File: config.mk
export PLATFORM = sky130hd
export DESIGN_NAME = alu_share_ctrl_flat
export DESIGN_NICKNAME = d
export VERILOG_FILES = /design/src/rtl/alu_share_pkg.sv /design/src/rtl/alu_share_ctrl_if.sv /design/src/rtl/alu_share_arb.sv /design/src/rtl/alu_share_ctrl.sv /design/src/flat_wrapper.sv
export SDC_FILE = /design/constraint.sdc
export NUM_CORES = 1
export LEC_CHECK = 0
export ABC_AREA = 1
export CAP_MARGIN = 20
export CORE_ASPECT_RATIO = 1.4
export CORE_MARGIN = 3
export CORE_UTILIZATION = 42
export CTS_BUF_LIST = sky130_fd_sc_hd__clkbuf_2 sky130_fd_sc_hd__clkbuf_4 sky130_fd_sc_hd__clkbuf_8
export CTS_CLUSTER_SIZE = 14
export DETAILED_ROUTE_END_ITERATION = 6
export GPL_ROUTABILITY_DRIVEN = 0
export GPL_TIMING_DRIVEN = 1
export PLACE_DENSITY_LB_ADDON = 0.15
export SLEW_MARGIN = 20
export SYNTH_ARGS = -nofsm -noshare
export SYNTH_HDL_FRONTEND = slang
export SYNTH_SLANG_ARGS = --single-unit
File: constraint.sdc
create_clock -name clk -period 2.9 [get_ports clk]
set_input_delay 0.87 -clock clk [delete_from_list [all_inputs] [get_ports clk]]
set_output_delay 0.87 -clock clk [all_outputs]
set_load 0.02 [all_outputs]
File: src/rtl/alu_share_pkg.sv
// Shared definitions for the two-requester ALU sharing controller:
// op codes, FSM state encoding and response flag bit positions.
package alu_share_pkg;

  localparam logic [1:0] ALU_ADD = 2'b00;
  localparam logic [1:0] ALU_SUB = 2'b01;
  localparam logic [1:0] ALU_AND = 2'b10;
  localparam logic [1:0] ALU_OR  = 2'b11;

  typedef enum logic [1:0] {
    ST_IDLE = 2'b00,
    ST_EXEC = 2'b01,
    ST_RESP = 2'b10
  } state_t;

  localparam int FLAG_N = 3;
  localparam int FLAG_Z = 2;
  localparam int FLAG_C = 1;
  localparam int FLAG_V = 0;

  // Places the raw ALU flags into their response positions unchanged.
  function automatic logic [3:0] pack_flags(input logic n, input logic z,
                                            input logic c, input logic v);
    logic [3:0] f;
    f         = 4'b0000;
    f[FLAG_N] = n;
    f[FLAG_Z] = z;
    f[FLAG_C] = c;
    f[FLAG_V] = v;
    return f;
  endfunction

endpackage

File: src/rtl/alu_share_ctrl_if.sv
// Request, ALU-side and response signals of alu_share_ctrl.
// The controller takes the slave modport; clients/ALU/consumer take master.
interface alu_share_ctrl_if #(
  parameter int DATA_W = 32
);
  logic              Req0_Valid;
  logic              Req0_Ready;
  logic [DATA_W-1:0] Req0_OperA;
  logic [DATA_W-1:0] Req0_OperB;
  logic [1:0]        Req0_Code;
  logic              Req1_Valid;
  logic              Req1_Ready;
  logic [DATA_W-1:0] Req1_OperA;
  logic [DATA_W-1:0] Req1_OperB;
  logic [1:0]        Req1_Code;
  logic [DATA_W-1:0] Alu_OperA;
  logic [DATA_W-1:0] Alu_OperB;
  logic [1:0]        Alu_Code;
  logic [DATA_W-1:0] Alu_Result;
  logic              Alu_Zero;
  logic              Alu_Negative;
  logic              Alu_Carry;
  logic              Alu_Overflow;
  logic              Rsp_Valid;
  logic              Rsp_Ready;
  logic              Rsp_Id;
  logic [DATA_W-1:0] Rsp_Result;
  logic [3:0]        Rsp_Flags;

  modport slave (
    input  Req0_Valid, Req0_OperA, Req0_OperB, Req0_Code,
    input  Req1_Valid, Req1_OperA, Req1_OperB, Req1_Code,
    input  Alu_Result, Alu_Zero, Alu_Negative, Alu_Carry, Alu_Overflow,
    input  Rsp_Ready,
    output Req0_Ready, Req1_Ready,
    output Alu_OperA, Alu_OperB, Alu_Code,
    output Rsp_Valid, Rsp_Id, Rsp_Result, Rsp_Flags
  );

  modport master (
    output Req0_Valid, Req0_OperA, Req0_OperB, Req0_Code,
    output Req1_Valid, Req1_OperA, Req1_OperB, Req1_Code,
    output Alu_Result, Alu_Zero, Alu_Negative, Alu_Carry, Alu_Overflow,
    output Rsp_Ready,
    input  Req0_Ready, Req1_Ready,
    input  Alu_OperA, Alu_OperB, Alu_Code,
    input  Rsp_Valid, Rsp_Id, Rsp_Result, Rsp_Flags
  );
endinterface

File: src/rtl/alu_share_arb.sv
// Two-way grant logic. ALU_SHARE_RR_EN selects round-robin on contention;
// otherwise requester 0 has fixed priority and no pointer input exists.
module alu_share_arb (
  input  logic [1:0] valid,
`ifdef ALU_SHARE_RR_EN
  input  logic       last_grant,
`endif
  output logic [1:0] grant
);

  // One-hot grant; a lone requester always wins.
  always_comb begin
    grant = 2'b00;
    if (valid == 2'b11) begin
`ifdef ALU_SHARE_RR_EN
      if (last_grant) begin
        grant = 2'b01;
      end else begin
        grant = 2'b10;
      end
`else
      grant = 2'b01;
`endif
    end else begin
      grant = valid;
    end
  end

endmodule

File: src/rtl/alu_share_ctrl.sv
// Shares one external combinational ALU between two requesters: arbitrate,
// register operands, wait EXEC_CYCLES, capture, respond. Option: ALU_SHARE_RR_EN.
module alu_share_ctrl
  import alu_share_pkg::*;
#(
  parameter int DATA_W      = 32,
  parameter int EXEC_CYCLES = 1
) (
  input logic             clk,
  input logic             rst_n,
  alu_share_ctrl_if.slave bus
);

  localparam int               CNT_W    = $clog2(EXEC_CYCLES) + 1;
  localparam logic [CNT_W-1:0] CNT_LOAD = CNT_W'(EXEC_CYCLES - 1);
  localparam logic [CNT_W-1:0] CNT_ZERO = {CNT_W{1'b0}};
  localparam logic [CNT_W-1:0] CNT_ONE  = CNT_W'(1'b1);

  if (EXEC_CYCLES < 1) begin : g_bad_exec_cycles
    $error("alu_share_ctrl: EXEC_CYCLES must be at least 1");
  end
  if (DATA_W != 32) begin : g_bad_data_w
    $error("alu_share_ctrl: only DATA_W = 32 is supported");
  end

  state_t            state_r;
  state_t            state_s;
  logic [CNT_W-1:0]  cnt_r;
  logic [1:0]        req_valid_s;
  logic [1:0]        grant_s;
  logic [1:0]        ready_s;
  logic              accept_s;
  logic              capture_s;
  logic              release_s;
  logic [DATA_W-1:0] alu_opa_r;
  logic [DATA_W-1:0] alu_opb_r;
  logic [1:0]        alu_code_r;
  logic              id_r;
  logic              rsp_valid_r;
  logic              rsp_id_r;
  logic [DATA_W-1:0] rsp_result_r;
  logic [3:0]        rsp_flags_r;
`ifdef ALU_SHARE_RR_EN
  logic              last_grant_r;
`endif

  assign req_valid_s = {bus.Req1_Valid, bus.Req0_Valid};

  alu_share_arb u_arb (
    .valid      (req_valid_s),
`ifdef ALU_SHARE_RR_EN
    .last_grant (last_grant_r),
`endif
    .grant      (grant_s)
  );

  // FSM state register.
  always_ff @(posedge clk or negedge rst_n) begin
    if (!rst_n) begin
      state_r <= ST_IDLE;
    end else begin
      state_r <= state_s;
    end
  end

  // FSM next-state logic.
  always_comb begin
    state_s = state_r;
    case (state_r)
      ST_IDLE: if (accept_s)  state_s = ST_EXEC; else state_s = ST_IDLE;
      ST_EXEC: if (capture_s) state_s = ST_RESP; else state_s = ST_EXEC;
      ST_RESP: if (release_s) state_s = ST_IDLE; else state_s = ST_RESP;
      default: state_s = ST_IDLE;
    endcase
  end

  // FSM outputs; Ready is held low while reset is asserted so every output reads 0.
  always_comb begin
    ready_s   = 2'b00;
    accept_s  = 1'b0;
    capture_s = 1'b0;
    release_s = 1'b0;
    case (state_r)
      ST_IDLE: begin
        if (rst_n) begin
          ready_s = grant_s;
        end else begin
          ready_s = 2'b00;
        end
        accept_s = |ready_s;
      end
      ST_EXEC: capture_s = (cnt_r == CNT_ZERO);
      ST_RESP: release_s = bus.Rsp_Ready;
      default: ready_s = 2'b00;
    endcase
  end

  // Operand registers and settle counter, loaded on the request handshake.
  always_ff @(posedge clk or negedge rst_n) begin
    if (!rst_n) begin
      alu_opa_r  <= {DATA_W{1'b0}};
      alu_opb_r  <= {DATA_W{1'b0}};
      alu_code_r <= 2'b00;
      id_r       <= 1'b0;
      cnt_r      <= CNT_ZERO;
    end else if (accept_s) begin
      if (ready_s[1]) begin
        alu_opa_r  <= bus.Req1_OperA;
        alu_opb_r  <= bus.Req1_OperB;
        alu_code_r <= bus.Req1_Code;
      end else begin
        alu_opa_r  <= bus.Req0_OperA;
        alu_opb_r  <= bus.Req0_OperB;
        alu_code_r <= bus.Req0_Code;
      end
      id_r  <= ready_s[1];
      cnt_r <= CNT_LOAD;
    end else if (state_r == ST_EXEC && !capture_s) begin
      cnt_r <= cnt_r - CNT_ONE;
    end else begin
      cnt_r <= cnt_r;
    end
  end

  // Response registers: capture at end of settle, clear valid on consumer handshake.
  always_ff @(posedge clk or negedge rst_n) begin
    if (!rst_n) begin
      rsp_valid_r  <= 1'b0;
      rsp_id_r     <= 1'b0;
      rsp_result_r <= {DATA_W{1'b0}};
      rsp_flags_r  <= 4'b0000;
    end else if (capture_s) begin
      rsp_valid_r  <= 1'b1;
      rsp_id_r     <= id_r;
      rsp_result_r <= bus.Alu_Result;
      rsp_flags_r  <= pack_flags(bus.Alu_Negative, bus.Alu_Zero,
                                 bus.Alu_Carry, bus.Alu_Overflow);
    end else if (release_s) begin
      rsp_valid_r  <= 1'b0;
    end else begin
      rsp_valid_r  <= rsp_valid_r;
    end
  end

`ifdef ALU_SHARE_RR_EN
  // Last-grant pointer; starts at 1 so requester 0 wins the first contention.
  always_ff @(posedge clk or negedge rst_n) begin
    if (!rst_n) begin
      last_grant_r <= 1'b1;
    end else if (accept_s) begin
      last_grant_r <= ready_s[1];
    end else begin
      last_grant_r <= last_grant_r;
    end
  end
`endif

  assign bus.Req0_Ready = ready_s[0];
  assign bus.Req1_Ready = ready_s[1];
  assign bus.Alu_OperA  = alu_opa_r;
  assign bus.Alu_OperB  = alu_opb_r;
  assign bus.Alu_Code   = alu_code_r;
  assign bus.Rsp_Valid  = rsp_valid_r;
  assign bus.Rsp_Id     = rsp_id_r;
  assign bus.Rsp_Result = rsp_result_r;
  assign bus.Rsp_Flags  = rsp_flags_r;

endmodule

File: src/flat_wrapper.sv
// flat-port wrapper written by rule: the top's interface ports become plain ports
module alu_share_ctrl_flat import alu_share_pkg::*;
#(
  parameter int DATA_W      = 32,
  parameter int EXEC_CYCLES = 1
)
  (clk, rst_n, bus_Req0_Valid, bus_Req0_OperA, bus_Req0_OperB, bus_Req0_Code, bus_Req1_Valid, bus_Req1_OperA, bus_Req1_OperB, bus_Req1_Code, bus_Alu_Result, bus_Alu_Zero, bus_Alu_Negative, bus_Alu_Carry, bus_Alu_Overflow, bus_Rsp_Ready, bus_Req0_Ready, bus_Req1_Ready, bus_Alu_OperA, bus_Alu_OperB, bus_Alu_Code, bus_Rsp_Valid, bus_Rsp_Id, bus_Rsp_Result, bus_Rsp_Flags);
  alu_share_ctrl_if #(.DATA_W(DATA_W)) bus_i ();
  input logic clk;
  input logic rst_n;
  input wire logic [$bits(bus_i.Req0_Valid)-1:0] bus_Req0_Valid;
  input wire logic [$bits(bus_i.Req0_OperA)-1:0] bus_Req0_OperA;
  input wire logic [$bits(bus_i.Req0_OperB)-1:0] bus_Req0_OperB;
  input wire logic [$bits(bus_i.Req0_Code)-1:0] bus_Req0_Code;
  input wire logic [$bits(bus_i.Req1_Valid)-1:0] bus_Req1_Valid;
  input wire logic [$bits(bus_i.Req1_OperA)-1:0] bus_Req1_OperA;
  input wire logic [$bits(bus_i.Req1_OperB)-1:0] bus_Req1_OperB;
  input wire logic [$bits(bus_i.Req1_Code)-1:0] bus_Req1_Code;
  input wire logic [$bits(bus_i.Alu_Result)-1:0] bus_Alu_Result;
  input wire logic [$bits(bus_i.Alu_Zero)-1:0] bus_Alu_Zero;
  input wire logic [$bits(bus_i.Alu_Negative)-1:0] bus_Alu_Negative;
  input wire logic [$bits(bus_i.Alu_Carry)-1:0] bus_Alu_Carry;
  input wire logic [$bits(bus_i.Alu_Overflow)-1:0] bus_Alu_Overflow;
  input wire logic [$bits(bus_i.Rsp_Ready)-1:0] bus_Rsp_Ready;
  output wire logic [$bits(bus_i.Req0_Ready)-1:0] bus_Req0_Ready;
  output wire logic [$bits(bus_i.Req1_Ready)-1:0] bus_Req1_Ready;
  output wire logic [$bits(bus_i.Alu_OperA)-1:0] bus_Alu_OperA;
  output wire logic [$bits(bus_i.Alu_OperB)-1:0] bus_Alu_OperB;
  output wire logic [$bits(bus_i.Alu_Code)-1:0] bus_Alu_Code;
  output wire logic [$bits(bus_i.Rsp_Valid)-1:0] bus_Rsp_Valid;
  output wire logic [$bits(bus_i.Rsp_Id)-1:0] bus_Rsp_Id;
  output wire logic [$bits(bus_i.Rsp_Result)-1:0] bus_Rsp_Result;
  output wire logic [$bits(bus_i.Rsp_Flags)-1:0] bus_Rsp_Flags;
  assign bus_i.Req0_Valid = bus_Req0_Valid;
  assign bus_i.Req0_OperA = bus_Req0_OperA;
  assign bus_i.Req0_OperB = bus_Req0_OperB;
  assign bus_i.Req0_Code = bus_Req0_Code;
  assign bus_i.Req1_Valid = bus_Req1_Valid;
  assign bus_i.Req1_OperA = bus_Req1_OperA;
  assign bus_i.Req1_OperB = bus_Req1_OperB;
  assign bus_i.Req1_Code = bus_Req1_Code;
  assign bus_i.Alu_Result = bus_Alu_Result;
  assign bus_i.Alu_Zero = bus_Alu_Zero;
  assign bus_i.Alu_Negative = bus_Alu_Negative;
  assign bus_i.Alu_Carry = bus_Alu_Carry;
  assign bus_i.Alu_Overflow = bus_Alu_Overflow;
  assign bus_i.Rsp_Ready = bus_Rsp_Ready;
  assign bus_Req0_Ready = bus_i.Req0_Ready;
  assign bus_Req1_Ready = bus_i.Req1_Ready;
  assign bus_Alu_OperA = bus_i.Alu_OperA;
  assign bus_Alu_OperB = bus_i.Alu_OperB;
  assign bus_Alu_Code = bus_i.Alu_Code;
  assign bus_Rsp_Valid = bus_i.Rsp_Valid;
  assign bus_Rsp_Id = bus_i.Rsp_Id;
  assign bus_Rsp_Result = bus_i.Rsp_Result;
  assign bus_Rsp_Flags = bus_i.Rsp_Flags;
  alu_share_ctrl #(.DATA_W(DATA_W), .EXEC_CYCLES(EXEC_CYCLES)) u_core (.clk(clk), .rst_n(rst_n), .bus(bus_i));
endmodule
==> qor.yml, run 1 <==
status: "complete, no violations"
cts_sinks: 108
drv_cap: 0
synth_most_common_cell: "nand3_1"
grt_pass1_wl_um: 26760
async_flop_share_pct: 100.0
critical_path_class: "in -> out"
max_freq_mhz: 355.4
seq_area_frac_synth_pct: 55.96
worst_r2r_path_depth: 7
synthTopCellsByCount: "nand3_1 (135), dfrtp_1 (108), nand2_1 (105)"
crit_arrival_ns: 1.94
yosysWarnings: 0
finalCritPeriodShare_pct: 97.02
worstPathCellList: "clkdlybuf4s50_1 > nand2_1 > inv_2 > nand3_2 > inv_1 > dlygate4sd2_1"
wl_per_cell_um: 17.48
synthCells: 554
p_total_mw: 6.855
drc: 0
post_cts_buffers: 0
rsz0062_at_grt: "no"
io_buffers: 278
drt_first_pass_iters: 5
drv_slew: 0
synth_area_per_cell_um2: 8.718
ant_nets: 0
dieArea_um2: 12840
htreeDepth: 3
path_clk_slew_ns: 0.10
cts_root_buf: "clkbuf_8"
synth_area_um2: 4830
n_antenna_cell: 0
critPathRequiredTime_ns: 2.03
routed_wl_um: 16570
seq_area_um2: 2703
cp-start-kind: "primary input"
power_density_nw_per_um2: 871.2
cpPeakStageDelay_ns: 0.47
min_path_type: "reg -> reg"
nFillCells: 881
drtIter0Drc: 348
slowest_stage: "clkdlybuf4s50_1"
nets: 975
grt_usage_pct: 25.50
tritoncts: "built"
insertion_delay_ns: 0.37
synth_edf_count: 0
antenna_found_initial: 0
post_dp_cell_area_um2: 7622
grt_pass1_vias: 5149
setup_viol: 0
synthesis.nets: 727
critPathMaxFanout: 2
min_from: "u_core.bus.Rsp_Result[29]$_DFFE_PN0P_"
vdd_drop_max_mv: 0.4789
ys.flop_type: "dfrtp_1"
slew_headroom_pct: 47.91
multi_input_area_um2: 1729
via_count: 5111
yosysTopAreaCell: "dfrtp_1"
endpoint_kind: "output pin"
r2r-end: "u_core.bus.Alu_OperA[0]$_DFFE_PN0P_"
worstMarginPinSlew_ns: 0.7814
area.growth.synth_to_final_pct: 62.93
cts_buffer_depth: 2
ys_top_cells_by_area: "dfrtp_1 (56%), nand3_1 (14%), nand4_1 (8.5%), nand2_1 (8.2%), o21ai_0 (4.0%)"
min_path_cells: 2
hold_viol: 0
die_y_um: 132.9
stdcell_area_um2: 7869
synth_cell_type_count: 17
die_width_um: 96.63
ys_ff_latch: 108
p_leak_nw: 3.526
numCtsBuffers: 9
ios: 279
viasPerCell: 5.391
grt-ovfl-total: 0
fin_hold_ws_ns: 0.4901
rrSetupSlack_ns: 0.73
hpwl_um: 11460
core-area_um2: 11040
fin_skew_ns: 0.01099
whs_endpoint: "u_core.bus.Rsp_Result[29]$_DFFE_PN0P_"
fin_crit_ns: 2.813
fp-row-count: 45
synth_top_cell_area_share_pct: 55.96
r2r_start: "u_core.state_r[0]$_DFF_PN0_"
grt_max_degree: 69
start_util_pct: 43.76
drive_gt1_share_pct: 4.213
[through the flow]
stage / setup WS, ns / cells / TNS (ns) / util [%]
4_1_cts: 0.05967 / 948 / 0 / 71.27
6_report: 0.08656 / 948 / 0 / 71.30
3_3_place_gp: -0.1890 / 932 / -0.1890 / 69.07
3_5_place_dp: -0.1899 / 932 / -0.1899 / 69.07
2_1_floorplan: 0.4501 / 554 / 0 / -
5_1_grt: 0.03196 / 948 / 0 / 71.30
[cell type report]
| cell class | count | area share, % |
|---|---|---|
| clock inverters | 6 | 1.431 |
| repair buffers | 287 | 36.19 |
| flip-flops and latches | 108 | 34.35 |
| well taps | 141 | 2.242 |
| clock buffers | 10 | 1.670 |
| multi-input cells | 351 | 21.97 |
| inverters | 45 | 2.147 |
[where the power goes]
group          internal [mW]  leakage, nW  total [mW]  switching [mW]
clock network          0.585        0.124        1.09           0.505
registers               2.12         1.34        2.46           0.339
logic                   1.55         2.07        3.31            1.75
[worst max path at each step]
| stage | slack, ns | startpoint | cells past startpoint | endpoint |
|---|---|---|---|---|
| floorplan | 0.45 | rst_n | 6 | bus_Req1_Ready |
| global placement | -0.19 | bus_Req1_Valid | 6 | bus_Req1_Ready |
| detailed placement | -0.19 | bus_Req1_Valid | 6 | bus_Req1_Ready |
| CTS | 0.06 | u_core.state_r[0]$_DFF_PN0_ | 5 | bus_Req0_Ready |
| global route | 0.03 | bus_Req1_Valid | 6 | bus_Req1_Ready |
| finish | 0.09 | bus_Req1_Valid | 6 | bus_Req1_Ready |
[layout by cell type, fill, tap and decap left out]
cell	n
buf_4	10
buf_6	1
bufinv_16	3
clkbuf_4	1
clkbuf_8	9
clkdlybuf4s50_1	275
clkinv_2	1
clkinv_4	2
dfrtp_1	108
dlygate4sd2_1	1
inv_1	42
inv_2	3
nand2_1	105
nand2_2	1
nand3_1	134
nand3_2	2
nand4_1	66
nor2_1	1
nor2_4	1
nor3b_1	1
o21ai_0	39
o31ai_1	1
[sequential cells by signal, indices dropped and copies added (netlist names)]
name                   cells
u_core.bus.Alu_Code        2
u_core.id_r                1
u_core.cnt_r               1
u_core.bus.Rsp_Id          1
u_core.bus.Rsp_Result     32
u_core.bus.Rsp_Flags       4
u_core.bus.Alu_OperA      32
u_core.bus.Alu_OperB      32
u_core.bus.Rsp_Valid       1
u_core.state_r             2
[layer usage]
layer / vias up / track usage, % / part of all wire, %
met4: 0 / 11.48 / 3.9
met2: 259 / 43.32 / 49
met1: 2419 / 29.65 / 38
met3: 43 / 7.595 / 8.8
met5: - / 0 / 0
li1: 2390 / - / -
[worst max-delay path: cells and delay by family]
kind	cells	cell delay, ns
buffers and inverters	4	0.94
and+or+nand+nor	2	0.13
[kinds of logic after synthesis]
group	after synthesis	share of synthesized area (%)
buffers and inverters	95	8.342
AO/OA/AOI/OAI	40	4.197
AND/OR/NAND/NOR	311	31.50
flip-flops	108	55.96
[repair_timing]
item                       4_1_cts  5_1_grt
hold buffers                     0        0
resized for setup                1        1
setup endpoints to repair        1        1
Power figures use the tool's default switching activity.
==> run 2: changes to the inputs <==
--- a/config.mk
+++ b/config.mk
@@ -11,6 +11,7 @@
 export CORE_MARGIN = 3
 export CORE_UTILIZATION = 42
 export CTS_BUF_LIST = sky130_fd_sc_hd__clkbuf_2 sky130_fd_sc_hd__clkbuf_4 sky130_fd_sc_hd__clkbuf_8
+export CTS_CLUSTER_DIAMETER = 80
 export CTS_CLUSTER_SIZE = 14
 export DETAILED_ROUTE_END_ITERATION = 6
 export GPL_ROUTABILITY_DRIVEN = 0
==> results of run 2 <==
Final layout, timing and power as in run 1 (identical DEF).
==> run 3: changes to the inputs <==
--- a/config.mk
+++ b/config.mk
@@ -6,6 +6,7 @@
 export NUM_CORES = 1
 export LEC_CHECK = 0
 export ABC_AREA = 1
+export ABC_CLOCK_PERIOD_IN_PS = 2900
 export CAP_MARGIN = 20
 export CORE_ASPECT_RATIO = 1.4
 export CORE_MARGIN = 3
==> results of run 3 <==
Final layout, timing and power as in run 1 (identical DEF).
